$ cat config.mk
export PLATFORM = sky130hd
export DESIGN_NAME = clk_enable_mc
export DESIGN_NICKNAME = d
export VERILOG_FILES = /design/src/rtl/clk_enable_pkg.sv /design/src/rtl/clk_enable_ch.sv /design/src/rtl/clk_enable_mc.sv
export SDC_FILE = /design/constraint.sdc
export NUM_CORES = 1
export LEC_CHECK = 0
export ABC_AREA = 1
export CAP_MARGIN = 20
export CORE_MARGIN = 2
export CORE_UTILIZATION = 45
export CTS_CLUSTER_SIZE = 25
export DETAILED_ROUTE_END_ITERATION = 12
export PLACE_DENSITY = 0.66
export SLEW_MARGIN = 20
export SYNTH_ARGS = -nofsm -noshare
export SYNTH_HDL_FRONTEND = slang
export SYNTH_SLANG_ARGS = --single-unit
$ cat constraint.sdc
create_clock -name iClk -period 2.1 [get_ports iClk]
set_input_delay 0.21 -clock iClk [delete_from_list [all_inputs] [get_ports iClk]]
set_output_delay 0.21 -clock iClk [all_outputs]
set_load 0.05 [all_outputs]
$ cat src/rtl/clk_enable_pkg.sv
// Shared definitions for the multi-channel clock-enable generator.
// Holds the mode encodings, the channel state type, the config-check result
// codes, and helpers for the channel-index width and config validation.
package clk_enable_pkg;

   localparam logic MODE_PERIODIC = 1'b0;
   localparam logic MODE_ONESHOT  = 1'b1;

   // Result codes of a config-write check. Any non-OK code rejects the write.
   localparam logic [1:0] CFG_OK        = 2'd0;
   localparam logic [1:0] CFG_ERR_DIV   = 2'd1;
   localparam logic [1:0] CFG_ERR_CH    = 2'd2;
   localparam logic [1:0] CFG_ERR_PHASE = 2'd3;

   typedef enum logic {
      ST_IDLE = 1'b0,
      ST_RUN  = 1'b1
   } ch_state_e;

   // Width of a channel index; at least one bit, even for a single channel.
   function automatic int unsigned ch_w(input int unsigned n);
      return (n <= 1) ? 1 : $clog2(n);
   endfunction

   // Classify a config write. A zero divisor is reported first.
   function automatic logic [1:0] cfg_check(input int unsigned div,
                                            input int unsigned phase,
                                            input int unsigned ch,
                                            input int unsigned num_ch);
      if (div == 0)          return CFG_ERR_DIV;
      else if (ch >= num_ch) return CFG_ERR_CH;
      else if (phase >= div) return CFG_ERR_PHASE;
      else                   return CFG_OK;
   endfunction

endpackage

$ cat src/rtl/clk_enable_ch.sv
// One enable channel: divisor/phase/mode registers, counter, run state and
// strobe decode.
// Ports: clk, rst_n (async active-low), en (global run), clr (realign),
//        wr (accepted config write to this channel) with wr_div/wr_phase/
//        wr_mode, start (one-shot trigger), strobe_c (enable strobe),
//        busy (channel counting).
module clk_enable_ch
   import clk_enable_pkg::*;
#(
   parameter int unsigned CNT_W       = 8,
   parameter int unsigned DEFAULT_DIV = 8
) (
   input  logic             clk,
   input  logic             rst_n,
   input  logic             en,
   input  logic             clr,
   input  logic             wr,
   input  logic [CNT_W-1:0] wr_div,
   input  logic [CNT_W-1:0] wr_phase,
   input  logic             wr_mode,
   input  logic             start,
   output logic             strobe_c,
   output logic             busy
);

   logic [CNT_W-1:0] div_q, div_d;
   logic [CNT_W-1:0] phase_q, phase_d;
   logic [CNT_W-1:0] count_q, count_d;
   logic             mode_q, mode_d;
   ch_state_e        state_q, state_d;
   logic             at_end;

   assign at_end = (count_q == div_q - CNT_W'(1));

   // Strobe is suppressed in any cycle that reloads the channel.
   assign strobe_c = (state_q == ST_RUN) && en && at_end && !clr && !wr;
   assign busy     = (state_q == ST_RUN);

   // State register.
   always_ff @(posedge clk or negedge rst_n) begin
      if (!rst_n) begin
         div_q   <= CNT_W'(DEFAULT_DIV);
         phase_q <= '0;
         count_q <= '0;
         mode_q  <= MODE_PERIODIC;
         state_q <= ST_RUN;
      end else begin
         div_q   <= div_d;
         phase_q <= phase_d;
         count_q <= count_d;
         mode_q  <= mode_d;
         state_q <= state_d;
      end
   end

   // Next state: config write, then clear, then counting.
   always_comb begin
      div_d   = div_q;
      phase_d = phase_q;
      count_d = count_q;
      mode_d  = mode_q;
      state_d = state_q;
      if (wr) begin
         // A write coinciding with clear still loads the new phase.
         div_d   = wr_div;
         phase_d = wr_phase;
         mode_d  = wr_mode;
         count_d = wr_phase;
         state_d = (wr_mode == MODE_PERIODIC) ? ST_RUN : ST_IDLE;
      end else if (clr) begin
         count_d = phase_q;
         state_d = (mode_q == MODE_PERIODIC) ? ST_RUN : ST_IDLE;
      end else if (en) begin
         unique case (state_q)
            ST_RUN: begin
               if (at_end) begin
                  if (mode_q == MODE_ONESHOT) begin
                     count_d = phase_q;
                     state_d = ST_IDLE;
                  end else begin
                     count_d = '0;
                  end
               end else begin
                  count_d = count_q + CNT_W'(1);
               end
            end
            ST_IDLE: begin
               // Only one-shot channels can be idle, so start needs no mode test.
               if (start) begin
                  count_d = phase_q;
                  state_d = ST_RUN;
               end
            end
            default: state_d = ST_RUN;
         endcase
      end
   end

endmodule

$ cat src/rtl/clk_enable_mc.sv
// Multi-channel clock-enable generator: per-channel strobe every DIV cycles
// with runtime divisor, phase offset and periodic/one-shot mode.
// Ports: iClk, iRst (async active-low), iEn (global run), iClr (realign all),
//        iCfgWe/iCfgCh/iCfgDiv/iCfgPhase/iCfgMode (config write),
//        iStart (one-shot triggers), oEnable (strobes), oBusy (counting),
//        oCfgErr (pulse after a rejected config write).
module clk_enable_mc
   import clk_enable_pkg::*;
#(
   parameter int unsigned NUM_CH      = 2,
   parameter int unsigned CNT_W       = 8,
   parameter int unsigned DEFAULT_DIV = 8
) (
   input  logic                      iClk,
   input  logic                      iRst,
   input  logic                      iEn,
   input  logic                      iClr,
   input  logic                      iCfgWe,
   input  logic [ch_w(NUM_CH)-1:0]   iCfgCh,
   input  logic [CNT_W-1:0]          iCfgDiv,
   input  logic [CNT_W-1:0]          iCfgPhase,
   input  logic                      iCfgMode,
   input  logic [NUM_CH-1:0]         iStart,
   output logic [NUM_CH-1:0]         oEnable,
   output logic [NUM_CH-1:0]         oBusy,
   output logic                      oCfgErr
);

   logic [1:0] cfg_code_c;
   logic       cfg_ok_c;

   // Validate the write in 32 bits so an out-of-range channel is caught for any NUM_CH.
   assign cfg_code_c = cfg_check(32'(iCfgDiv), 32'(iCfgPhase), 32'(iCfgCh), NUM_CH);
   assign cfg_ok_c   = iCfgWe && (cfg_code_c == CFG_OK);

   // Error pulse, one cycle after a rejected write.
   always_ff @(posedge iClk or negedge iRst) begin
      if (!iRst) oCfgErr <= 1'b0;
      else       oCfgErr <= iCfgWe && (cfg_code_c != CFG_OK);
   end

   for (genvar c = 0; c < NUM_CH; c++) begin : g_ch
      logic wr_c;
      assign wr_c = cfg_ok_c && (32'(iCfgCh) == 32'(c));

      clk_enable_ch #(
         .CNT_W      (CNT_W),
         .DEFAULT_DIV(DEFAULT_DIV)
      ) u_ch (
         .clk      (iClk),
         .rst_n    (iRst),
         .en       (iEn),
         .clr      (iClr),
         .wr       (wr_c),
         .wr_div   (iCfgDiv),
         .wr_phase (iCfgPhase),
         .wr_mode  (iCfgMode),
         .start    (iStart[c]),
         .strobe_c (oEnable[c]),
         .busy     (oBusy[c])
      );
   end

endmodule
After elaboration in Yosys (flattened, before gate mapping)
Cells that the tools add are included.

Memories: 0. Logic and storage cells: 76. Input port bits: 25. Flip-flop bits (word level): 53. Bits in latches: 0. Output and inout bits: 5. ROM bits: 0. RAM bits: 0.

$add $sub $neg: 4. Shift operators: 0. Div/mod/pow operators: 0. Reduce and logical (&&, ||, !) cells: 22. $lt $le $gt $ge: 1. Equal/unequal tests: 4. Multiply operators: 0. Bitwise logic cells: 3. Muxes and demuxes: 31.

Operator list (number): two-way mux 8 bit (12); case mux 8 bit (2 select lines) (2); adder 8 x 1 -> 8 bit (second input constant) (2); == test 8 bit (2); subtractor 8 x 1 -> 8 bit (second input constant) (2); two-way mux 1 bit (13); logical AND 1 bit (12); greater-or-equal comparator 8 bit (1); zero test 8 bit (1); inequality test 4 x 3 -> 1 bit (second input constant) (2); nonzero test 3 bit (2); two-way mux 2 bit (2); case mux 1 bit (2 select lines) (2); AND reduction 2 bit (2); zero test 1 bit (3); inverter 1 bit (3); zero test 2 bit (1); nonzero test 2 bit (1).

Depth between registers and ports, before layout
Depth in word-level cells: 8. Depth in mapped cells: 17. Mapped depth without buffers: 17.

Hierarchy
A second synthesis with hierarchy kept.

Cell total of the unflattened synthesis: 530. Area, all modules: 3688.5 um^2.

Modules (own cells, without submodules): clk_enable_ch (cells each 241, area each 1697.9 um^2, instances 2, seq. area each 653.1 um^2); clk_enable_mc (cells each 48, area each 292.8 um^2, instances 1, seq. area each 25.0 um^2).

Worst setup path after synthesis
Ideal clock, no wire load.

Path kind: reg-to-output. Start point: reg g_ch[0].u_ch.div_q[0]. End point: out oEnable[0]. Stages on the path, launching flop included: 13. Required time: 1.890 ns. Path buffers: 1. Arrival: 1.751 ns. Path slack: 0.139 ns. Cells stage by stage: dfrtp_1 inv_1 ha_1 nand2_1 inv_1 nor2_1 nand2_1 nor2_1 nand3_1 nor2_1 nand2_2 nor4_1 buf_4.

Cells in the longest elaborated chain, start to end: 5.

RTL lines: start: declaration (RTL line clk_enable_ch.sv:26) `logic [CNT_W-1:0] div_q, div_d;`; start signal: assignment (RTL line clk_enable_ch.sv:42) `div_q <= CNT_W'(DEFAULT_DIV);`; start signal: assignment (RTL line clk_enable_ch.sv:48) `div_q <= div_d;`; subtractor 8 x 1 -> 8 bit (RTL line clk_enable_ch.sv:33) `assign at_end = (count_q == div_q - CNT_W'(1));`; == test 8 bit (RTL line clk_enable_ch.sv:33); logical AND 1 bit (3 in series) (RTL line clk_enable_ch.sv:36) `assign strobe_c = (state_q == ST_RUN) && en && at_end && !clr && !wr;`; end: declaration (RTL line clk_enable_mc.sv:24) `output logic [NUM_CH-1:0] oEnable,`.

Every way passes these cells.

Final worst setup path
Start point: in iCfgPhase[4]. End point: out oEnable[0].

Cells in the longest elaborated chain, start to end: 8.

RTL lines: start: declaration (RTL line clk_enable_mc.sv:21) `input logic [CNT_W-1:0] iCfgPhase,`; greater-or-equal comparator 8 bit (RTL line clk_enable_pkg.sv:32) `else if (phase >= div) return CFG_ERR_PHASE;`; two-way mux 2 bit (RTL line clk_enable_pkg.sv:32); two-way mux 2 bit (RTL line clk_enable_pkg.sv:30) `if (div == 0) return CFG_ERR_DIV;`; zero test 2 bit (RTL line clk_enable_mc.sv:34) `assign cfg_ok_c = iCfgWe && (cfg_code_c == CFG_OK);`; logical AND 1 bit (RTL line clk_enable_mc.sv:34); logical AND 1 bit (RTL line clk_enable_mc.sv:44) `assign wr_c = cfg_ok_c && (32'(iCfgCh) == 32'(c));`; zero test 1 bit (RTL line clk_enable_ch.sv:36); logical AND 1 bit (RTL line clk_enable_ch.sv:36).

Every way passes these cells.

==> impl_metrics.csv <==
group,metric,value,unit
run_status,outcome,"finished, violations left",
run_status,violations,"negative setup slack",
logic_synthesis,synth_compound_area_frac,0.0904,
power_and_ir_drop,irDropWorstVdd,0.469,mV
global_routing,antenna_found_initial,0,
drt,drtIter0Drc,216,
cells_and_area,seq_area,1330,sq um
hold_path,hold_class,"in2reg",
cells_and_area,antenna_cells,0,
cells_and_area,synthToLayoutAreaGrowth,37.4,%
drt,totalWireLength,10300,um
worst_setup_path,critPathBufInv,4,
worst_setup_path,cp_data_required_time,1.89,ns
cts,cts_max_path_buffers,2,
cells_and_area,multi_input_area,2090,sq um
worst_setup_path,end_kind,"primary output",
logic_synthesis,synth_adder_area_share,0.0434,
run,drv_cap,0,
die,die_area,8400,sq um
sta,layout_setup_ws,-0.295,ns
worst_setup_path,crit_type,"in2out",
logic_synthesis,synth_area_leaders,"dfrtp_1, nand2_1, inv_1",
global_routing,grt_pass1_wl,16700,um
sta,finClkSkew,0.0123,ns
drt,via_per_inst,5.25,
sta,hold_ws,0.293,ns
global_routing,grt.total_usage,0.248,
sta,slew_viol_final,0,
logic_synthesis,syn_nets,525,
cells_and_area,design_area,4750,sq um
global_routing,grt_max_degree,22,
logic_synthesis,synthMuxAreaShare,0,
power_and_ir_drop,powerDensity,859,nW/um^2
logic_synthesis,synthXorXnorAreaFrac,0.0633,
logic_synthesis,seq_area_frac_synth,0.385,
logic_synthesis,synth.largest_area_cell,"dfrtp_1",
placement,pre_cts_ws,-0.447,ns
drt,vias,3588,
logic_synthesis,synth-seq-cells,53,
drt,wire_per_inst,15.1,um
logic_synthesis,post_synth.cell_area_avg,7.09,sq um
logic_synthesis,synth_top_area_share,0.355,
logic_synthesis,synth_cell_types,34,
die,num_io_pins,30,
die,die_height,91.7,um
global_routing,grt_overflow,0,
placement,place_area,4190,sq um
logic_synthesis,synth_simple_gate_area_frac,0.318,
sta,period_minus_slack,2.40,ns
die,start_util,0.472,
cts,numCtsBuffers,5,
cts,cts_tree,"built",
die,fp-row-count,31,
placement,hpwl,7210,um
sta,max_freq,417,MHz
cts,clkLatencyLatePin,0.31,ns
worst_setup_path,worstPathMaxFanout,2,
cells_and_area,final_util,0.648,
sta,rsz0062_at_grt,"true",
worst_setup_path,arrival,2.19,ns
cts,path_clk_slew,0.09,ns
logic_synthesis,synth_top_family_by_area,"simple AND/OR/NAND/NOR gates",
sta,worst_slew_pin_slew,0.497,ns
placement,routabilityCongestion,0.877,
cts,cts.sinks,53,
logic_synthesis,yosysWarnings,0,
sta,hold_viol,0,
cts,cts-htree-levels,2,
worst_setup_path,path_cells,"clkdlybuf4s15_1 > ha_4 > nand2_2 > nor2_4 > nand4_1 > nand4_1 > nor2_1 > nand2_1 > inv_2 > nor4_2 > buf_4 > buf_12",
logic_synthesis,synth_cells,488,
placement,io_buffers,29,
worst_setup_path,cpPeakStageDelay,0.31,ns
cells_and_area,layout_common_cells,"nand2_1, buf_4, inv_1, dfrtp_1, nor2_1",
sta,slew_headroom,0.668,
worst_setup_path,startpoint_type,"primary input",
worst_setup_path,cp_slowest_cell,"ha_4",
die,core_area,7330,sq um
sta,min_period_over_period,1.14,
power_and_ir_drop,p_leak,0.00242,uW
cells_and_area,layout_commonest_cell,"nand2_1",
sta,setup_viol,14,
cells_and_area,nNetsFinal,620,
cts,cts_root_buf,"clkbuf_8",
drt,ant_nets,0,
worst_setup_path,crit_family,"simple AND/OR/NAND/NOR gates",
sta,timing.setup.tns,-1.79,ns
cells_and_area,drive_gt1_frac,0.272,
logic_synthesis,synth.cell_area,3460,sq um
die,dieWidth,91.7,um
drt,first_pass_iters,5,
cells_and_area,n_fill_cell,612,
global_routing,grt_pass1_vias,3576,
worst_setup_path,crit_path_frequent_cell,"nand4_1",
drt,drc_errors,0,
==> what timing repair did <==
| item | 4_1_cts | 5_1_grt |
|---|---|---|
| cloned | 1 | 0 |
| gates resized for setup | 57 | 55 |
| hold buffers | 1 | 0 |
| setup endpoints to repair | 15 | 21 |
| pin swaps | 21 | 25 |
| setup buffers | 19 | 3 |
| hold endpoints to repair | 19 | 0 |
==> synthesized netlist by cell type (all sizes together) <==
master	instances
clkbuf	2
dfrtp	49
a21oi	6
o21ai	43
nand4	7
nor4	2
nand3	46
dfstp	4
o31ai	1
o22ai	4
xnor2	8
inv	69
nor2	45
nand2	153
buf	11
xor2	17
ha	12
a221oi	1
nand3b	1
o21a	1
a31oi	1
o211ai	1
nor3	2
clkinv	1
or2	1
==> power by group <==
group          internal, uW  switching (uW)  total [uW]
registers              1290             292        1580
logic                   818            1040        1860
clock network           299             345         644
==> worst register-to-register path, cell delays in order (launching register included) <==
cell and delay [ns]:
dfrtp_1 0.39, inv_2 0.07, ha_4 0.26, xor2_1 0.18, o21ai_1 0.09, nor2_1 0.11, nand3_1 0.09, nor2_2 0.10
nand2_2 0.11, buf_6 0.14, buf_6 0.11, buf_8 0.13, nand2_8 0.10, nand2_4 0.06, nor2_2 0.11, nor2_1 0.06
nor2_1 0.09
==> state kept, by name, summed over array words and instances (netlist names) <==
name,flops
g_ch.u_ch.count_q,16
g_ch.u_ch.phase_q,16
g_ch.u_ch.div_q,16
oCfgErr,1
g_ch.u_ch.mode_q,2
g_ch.u_ch.busy,2
==> kinds of logic after synthesis <==
| family | count (synthesis) |
|---|---|
| AO/OA/AOI/OAI | 58 |
| XOR/XNOR | 25 |
| adder cells (fa/ha/maj) | 12 |
| buffers and inverters | 83 |
| flip-flops | 53 |
| AND/OR/NAND/NOR | 257 |
==> per-stage QoR <==
stage | cells | total power [uW]
2_1_floorplan | 488 | 2620
3_3_place_gp | 654 | 3080
3_5_place_dp | 654 | 3130
4_1_cts | 682 | 3910
5_1_grt | 683 | 4420
6_report | 683 | 4080
==> routing by layer <==
layer / GRT usage / share of wire / wire length (um)
met3: 0.0296 / 0.044 / 457
met5: 0 / 0 / 0
met1: 0.334 / 0.44 / 4560
met2: 0.414 / 0.49 / 5000
met4: 0.0821 / 0.026 / 267
==> area by class of cell <==
class,count,share of cell area
Sequential cell,53,0.280
Clock inverter,1,0.00105
Multi-Input combinational cell,353,0.439
Inverter,70,0.0556
Timing Repair Buffer,100,0.178
Clock buffer,7,0.0203
Tap cell,99,0.0261
==> path summary, 6_finish.rpt <==
check / from / to / slack [ns] / cells after the start
min reg2reg: g_ch[1].u_ch.phase_q[2] / g_ch[1].u_ch.phase_q[2] / 0.49 / 2
max reg2reg: g_ch[1].u_ch.div_q[1] / g_ch[1].u_ch.count_q[2] / -0.16 / 16
max: iCfgPhase[4] / oEnable[0] / -0.30 / 12
min: iCfgDiv[3] / g_ch[1].u_ch.div_q[3] / 0.29 / 4
max in group asynchronous: iRst / g_ch[1].u_ch.busy / 1.03 / 3
min in group asynchronous: iRst / g_ch[1].u_ch.div_q[1] / 0.39 / 2
Power figures use the tool's default switching activity.
